==> src/rtl/servo_pwm_driver.sv <==
// rtl/servo_pwm_driver.sv - sign-magnitude H-bridge PWM driver with period-aligned duty and reversal dead time
module servo_pwm_driver #(
    parameter int cant_bits   = 13,
    parameter int DEAD_CYCLES = 64,
    parameter int DEADBAND    = 8
) (
    input  logic                        clk,
    input  logic                        rst,
    input  logic                        en,
    input  logic                        run,
    input  logic signed [cant_bits-1:0] u,
    output logic                        in1,
    output logic                        in2,
    output logic                        period_tick,
    output logic                        dead,
    output logic                        sat
);

    localparam int CW = cant_bits - 1;
    localparam int DW = $clog2(DEAD_CYCLES + 1);
    localparam logic [CW-1:0] CNT_MAX   = '1;
    localparam logic [CW-1:0] DB        = CW'(DEADBAND);
    localparam logic [DW-1:0] DEAD_LAST = DW'(DEAD_CYCLES - 1);

    typedef enum logic [1:0] {
        ST_STOP = 2'd0,
        ST_FWD  = 2'd1,
        ST_REV  = 2'd2,
        ST_DEAD = 2'd3
    } state_t;

    state_t         state;
    state_t         state_nxt;
    logic           load_act;
    logic [CW-1:0]  cnt;
    logic [DW-1:0]  dcnt;
    logic           wrap;

    // decoded view of the incoming control word
    logic           u_neg;
    logic           u_min;
    logic [CW-1:0]  u_abs;
    logic [CW-1:0]  u_mag;
    state_t         u_dir;

    // shadow holds the latest strobed request, active holds the duty of the running period
    state_t         shadow_dir;
    logic [CW-1:0]  shadow_mag;
    logic           shadow_sat;
    logic [CW-1:0]  act_mag;
    logic           act_sat;

    assign wrap        = (cnt == CNT_MAX);
    assign period_tick = wrap;
    assign dead        = (state == ST_DEAD);
    assign sat         = act_sat;

    // Magnitude/direction decode; the most negative code clips to full scale and flags sat
    always_comb begin
        u_neg = u[cant_bits-1];
        u_min = u_neg && (u[CW-1:0] == '0);
        u_abs = u_neg ? (~u[CW-1:0] + 1'b1) : u[CW-1:0];
        u_mag = u_min ? CNT_MAX : u_abs;
        if (u_mag < DB) begin
            u_mag = '0;
        end
        if (u_mag == '0) begin
            u_dir = ST_STOP;
        end else if (u_neg) begin
            u_dir = ST_REV;
        end else begin
            u_dir = ST_FWD;
        end
    end

    // Shadow request register, loaded on every strobe regardless of run or state
    always_ff @(posedge clk or negedge rst) begin
        if (!rst) begin
            shadow_dir <= ST_STOP;
            shadow_mag <= '0;
            shadow_sat <= 1'b0;
        end else if (en) begin
            shadow_dir <= u_dir;
            shadow_mag <= u_mag;
            shadow_sat <= u_min;
        end
    end

    // State register
    always_ff @(posedge clk or negedge rst) begin
        if (!rst) begin
            state <= ST_STOP;
        end else begin
            state <= state_nxt;
        end
    end

    // Next-state: decisions only at period wraps, or when the dead interval expires
    always_comb begin
        state_nxt = state;
        load_act  = 1'b0;
        if (!run) begin
            state_nxt = ST_STOP;
        end else begin
            case (state)
                ST_STOP: begin
                    if (wrap) begin
                        state_nxt = shadow_dir;
                        load_act  = 1'b1;
                    end
                end
                ST_FWD: begin
                    if (wrap) begin
                        state_nxt = (shadow_dir == ST_REV) ? ST_DEAD : shadow_dir;
                        load_act  = 1'b1;
                    end
                end
                ST_REV: begin
                    if (wrap) begin
                        state_nxt = (shadow_dir == ST_FWD) ? ST_DEAD : shadow_dir;
                        load_act  = 1'b1;
                    end
                end
                default: begin
                    if (dcnt == DEAD_LAST) begin
                        state_nxt = shadow_dir;
                        load_act  = 1'b1;
                    end
                end
            endcase
        end
    end

    // Active duty copy, refreshed at wraps and at the end of a dead interval
    always_ff @(posedge clk or negedge rst) begin
        if (!rst) begin
            act_mag <= '0;
            act_sat <= 1'b0;
        end else if (load_act) begin
            act_mag <= shadow_mag;
            act_sat <= shadow_sat;
        end
    end

    // Period counter: free-running, parked at 0 while stopped by run or during dead time
    always_ff @(posedge clk or negedge rst) begin
        if (!rst) begin
            cnt <= '0;
        end else if (!run || state == ST_DEAD) begin
            cnt <= '0;
        end else begin
            cnt <= cnt + 1'b1;
        end
    end

    // Dead-time counter, counts only while in DEAD
    always_ff @(posedge clk or negedge rst) begin
        if (!rst) begin
            dcnt <= '0;
        end else if (run && state == ST_DEAD && dcnt != DEAD_LAST) begin
            dcnt <= dcnt + 1'b1;
        end else begin
            dcnt <= '0;
        end
    end

    // Registered bridge pins; a single state value makes in1 and in2 mutually exclusive
    always_ff @(posedge clk or negedge rst) begin
        if (!rst) begin
            in1 <= 1'b0;
            in2 <= 1'b0;
        end else begin
            in1 <= run && (state == ST_FWD) && (cnt < act_mag);
            in2 <= run && (state == ST_REV) && (cnt < act_mag);
        end
    end

endmodule

==> config.mk <==
export PLATFORM = sky130hd
export DESIGN_NAME = servo_pwm_driver
export DESIGN_NICKNAME = d
export VERILOG_FILES = /design/src/rtl/servo_pwm_driver.sv
export SDC_FILE = /design/constraint.sdc
export NUM_CORES = 1
export LEC_CHECK = 0
export CAP_MARGIN = 20
export CORE_MARGIN = 2
export CORE_UTILIZATION = 45
export DETAILED_ROUTE_END_ITERATION = 10
export GPL_TIMING_DRIVEN = 0
export PLACE_DENSITY_LB_ADDON = 0.05
export SLEW_MARGIN = 20
export SYNTH_ARGS = -nofsm -noshare
export SYNTH_HDL_FRONTEND = slang
export SYNTH_SLANG_ARGS = --single-unit
==> constraint.sdc <==
create_clock -name clk -period 2.4 [get_ports clk]
set_input_delay 0.24 -clock clk [delete_from_list [all_inputs] [get_ports clk]]
set_output_delay 0.24 -clock clk [all_outputs]
set_load 0.02 [all_outputs]
==> tab_implementation.tex <==
\begin{tabular}{lr}
\hline
Metric & Value \\
\hline
\multicolumn{2}{l}{\textbf{Outcome}} \\
Result of the run & finished, final reports clean \\
\multicolumn{2}{l}{\textbf{Detailed routing}} \\
Number of design rule violations left after detail routing & 0 \\
Routed met1 length & 2.78 mm \\
Total via count in the routed design & 2146 \\
Met2 routed wirelength & 2.65 mm \\
Antenna Nets Post-Route & 0 \\
Number of vias per cell after detailed routing & about 5.3 \\
Detailed-routing iteration count for the pre-antenna-repair pass & 6 \\
Number of DRC markers after the initial detailed-route iteration & 96 \\
Max Used Layer & met4 \\
Average routed wire per standard cell & 13.9 um \\
Met3 wire len & 117 um \\
Wire length reported by the detailed router & 5.62 mm \\
\multicolumn{2}{l}{\textbf{Cells and area}} \\
Final-stage net count & 360 \\
Footprint of the flip-flops and latches & 0.00128 sq mm \\
Non-Filler Cell Area, Final & between 0.003 and 0.004 sq mm \\
Fraction of final layout cells with drive strength greater than 1 & 16.9\% \\
Footprint of the multi-input gates & about 0.0015 sq mm \\
Filler instances & just under 600 \\
Layout area overhead & 17.1\% \\
Count of antenna diodes in the layout & 0 \\
\multicolumn{2}{l}{\textbf{Global routing}} \\
Antenna violations before repair & 0 \\
GRT Overall Usage & 17.1\% \\
Vias in the first global route & 2155 \\
Overflow left after global routing & 0 \\
Wire length of the first global-routing pass & about 10 mm \\
Largest net degree at the start of global routing & 52 \\
\multicolumn{2}{l}{\textbf{Timing}} \\
Final Hold Viols & 0 \\
Setup TNS after final layout & 0 ns \\
Setup clock skew after layout & 0.00944 ns \\
Final period util & a little over nine tenths \\
Setup violations, final & 0 \\
Tightest Pin Transition & 0.641 ns \\
RSZ-0062 raised after global routing & no \\
Final Max Slew Viols & 0 \\
Clock period minus worst slack & 2.27 ns \\
Relative max-transition margin & 57.2\% \\
Highest clock rate & $\sim$440 MHz \\
\multicolumn{2}{l}{\textbf{Placement}} \\
Total placed instance area & 0.00317 sq mm \\
Number of I/O port buffers & 18 \\
DP HPWL & between 4 and 5 mm \\
Final estimated routing congestion in global placement & 0.885 \\
\multicolumn{2}{l}{\textbf{Floorplan}} \\
Area of the die & 0.00710 sq mm \\
Row count & 29 \\
Die boundary height & 84.2 um \\
Horiz. Die Dim & 84.2 um \\
Count of boundary I/O pins & 22 \\
Core ar. & between 0.006 and 0.007 sq mm \\
Initial core utilization & 46.2\% \\
\multicolumn{2}{l}{\textbf{Yosys}} \\
Library cell occupying the most area in the post-synthesis netlist & dfrtp\_1 \\
Ys flop type & dfrtp\_1 \\
Top cells by area, synth & dfrtp\_1 (44\%), ha\_1 (7.8\%), mux2\_2 (5.8\%), nor2\_1 (4.4\%), xor2\_1 (3.3\%) \\
Post-synth design cell area & 0.00290 sq mm \\
Fraction of registers with async set/reset & 100\% \\
Synthesized area per cell & 9.79 sq um \\
Distinct cell type count after synthesis & 42 \\
YS warnings & 0 \\
Sequential area share after synthesis & between 40\% and 50\% \\
Number of enable-type register cells in the synthesized netlist & 0 \\
Number of standard cells after synthesis & 296 \\
Area share of the largest cell type after synthesis & 44.0\% \\
Synthesis-stage register bit count & 51 \\
Net count after synthesis & 331 \\
\multicolumn{2}{l}{\textbf{Clocking}} \\
CTS tree & built \\
Clock network latency to the later pin of the worst-skew pair & 0.31 ns \\
Maximum clock path buffer count & 2 \\
H-tree levels & 2 \\
Buffer type at the clock tree root & clkbuf\_8 \\
CTS Buf Count & 5 \\
Clock transition at the registers of the reported paths & 0.10 ns \\
Number of clock sinks & 51 \\
\multicolumn{2}{l}{\textbf{Worst setup path}} \\
Type of element capturing the critical path & register \\
Type of the worst setup path & in -> reg \\
Worst path arrival time & 2.48 ns \\
Critical path data required time & 2.61 ns \\
Critical path launch point type & input port \\
Maximum fanout count along the critical path & 7 \\
\multicolumn{2}{l}{\textbf{Worst hold path}} \\
Hold Path Class & in -> reg \\
\multicolumn{2}{l}{\textbf{Power}} \\
Pwr dens & approximately 480 mW/mm\^{}2 \\
IR Drop Worst-Case VDD & 0.369 mV \\
Cell leakage power & 1.51 nW \\
\multicolumn{2}{l}{\textbf{Flow run}} \\
Maximum capacitance violations & 0 \\
\hline
\end{tabular}
[placed cells by master (no fill, tap or decap), types with 9 or more instances in the layout]
master / instances
nor3_1: 9
clkdlybuf4s50_1: 11
mux2_2: 15
nand2_1: 21
nor2_1: 34
dfrtp_1: 51
clkbuf_8: 9
ha_1: 17
o21ai_0: 11
inv_1: 18
a21oi_1: 12
xor2_1: 11
[worst paths after layout]
check                        start  cells after the start            end  slack [ns]
setup / recovery              u[6]                      8  shadow_mag[0]        0.13
hold reg to reg            dcnt[0]                      1        dcnt[0]        0.47
max in group asynchronous      rst                      2  shadow_mag[5]        1.48
min in group asynchronous      rst                      2            in1        0.50
setup reg to reg            cnt[4]                      6     act_mag[0]        0.16
hold / removal                  en                      2     shadow_sat        0.21
[sequential cells by signal (all words and copies together), names as in the netlist]
register / flops
act_mag: 12
cnt: 12
dcnt: 7
in1: 1
in2: 1
sat: 1
shadow_dir: 2
shadow_mag: 12
shadow_sat: 1
state: 2
[synthesized netlist by cell type, types with 5 or more instances]
library cell  count
dfrtp_1          51
nor2_1           34
nand2_1          21
inv_1            19
ha_1             18
mux2_2           15
a21oi_1          13
o21ai_0          11
xor2_1           11
nor3_1           10
nand3_1           8
nor4_1            7
a21o_1            6
clkbuf_1          6
a31oi_1           5
nand2b_1          5
nand4_1           5
xnor2_1           5
[repair_timing]
item	CTS	global route
setup endpoints to repair	12	13
buffers inserted	3	2
pin swaps	2	4
resized for setup	13	9
hold buffers	1	0
endpoints found under the hold margin	51	0
[per-layer routing]
| layer | up-vias | global-route usage [%] |
|---|---|---|
| met5 | - | 0 |
| met3 | 6 | 3.05 |
| met4 | 0 | 5.72 |
| met1 | 1018 | 22.6 |
| li1 | 1098 | - |
| met2 | 24 | 28.7 |
[cells by family after synthesis]
group,Yosys count,synth area share [%]
AOI/OAI and AO/OA,51,11.6
DFF,51,44.0
buffers and inverters,33,6.09
xor gates and xnor gates,16,4.84
and+or+nand+nor,109,18.8
adders and majority gates,18,7.77
muxes,18,6.87
[metrics by stage]
step | hold WS, ns | worst slack [ns] | util (%) | power, W | std cells
after CTS | 0.197 | 0.000751 | 53.3 | 0.00165 | 402
after global placement | 0.447 | -0.786 | 50.6 | 0.00111 | 391
after floorplan | -0.0556 | 0.139 | - | 0.00104 | 296
after global routing | 0.211 | 0.00225 | 54.0 | 0.00171 | 403
final | 0.207 | 0.127 | 54.0 | 0.00163 | 403
after detailed placement | 0.313 | -0.778 | 50.5 | 0.00112 | 391
[area by class of cell]
type | instances | area share (%)
clock inverters | 3 | 0.775
well taps | 77 | 2.84
flip-flops and latches | 51 | 37.6
repair buffers | 24 | 6.86
multi-input cells | 212 | 44.8
clock buffers | 5 | 2.03
inverters | 19 | 2.10
plain buffers | 12 | 2.99
[report_power, final]
part           total, W  switching, W  leakage [nW]  internal [W]
clock          0.000517      0.000302        0.0491      0.000215
combinational  0.000199      0.000109         0.791     0.0000898
sequential     0.000912     0.0000212         0.672      0.000891
total           0.00163      0.000432          1.51       0.00120
[worst max-delay path, stage by stage]
cell and delay [ns]:
clkdlybuf4s50_1 0.49, or3_1 0.47, nor4_2 0.37, nor2_1 0.10, a211oi_2 0.33, nor4_4 0.08, buf_4 0.17, a311oi_1 0.22
Power figures use the tool's default switching activity.
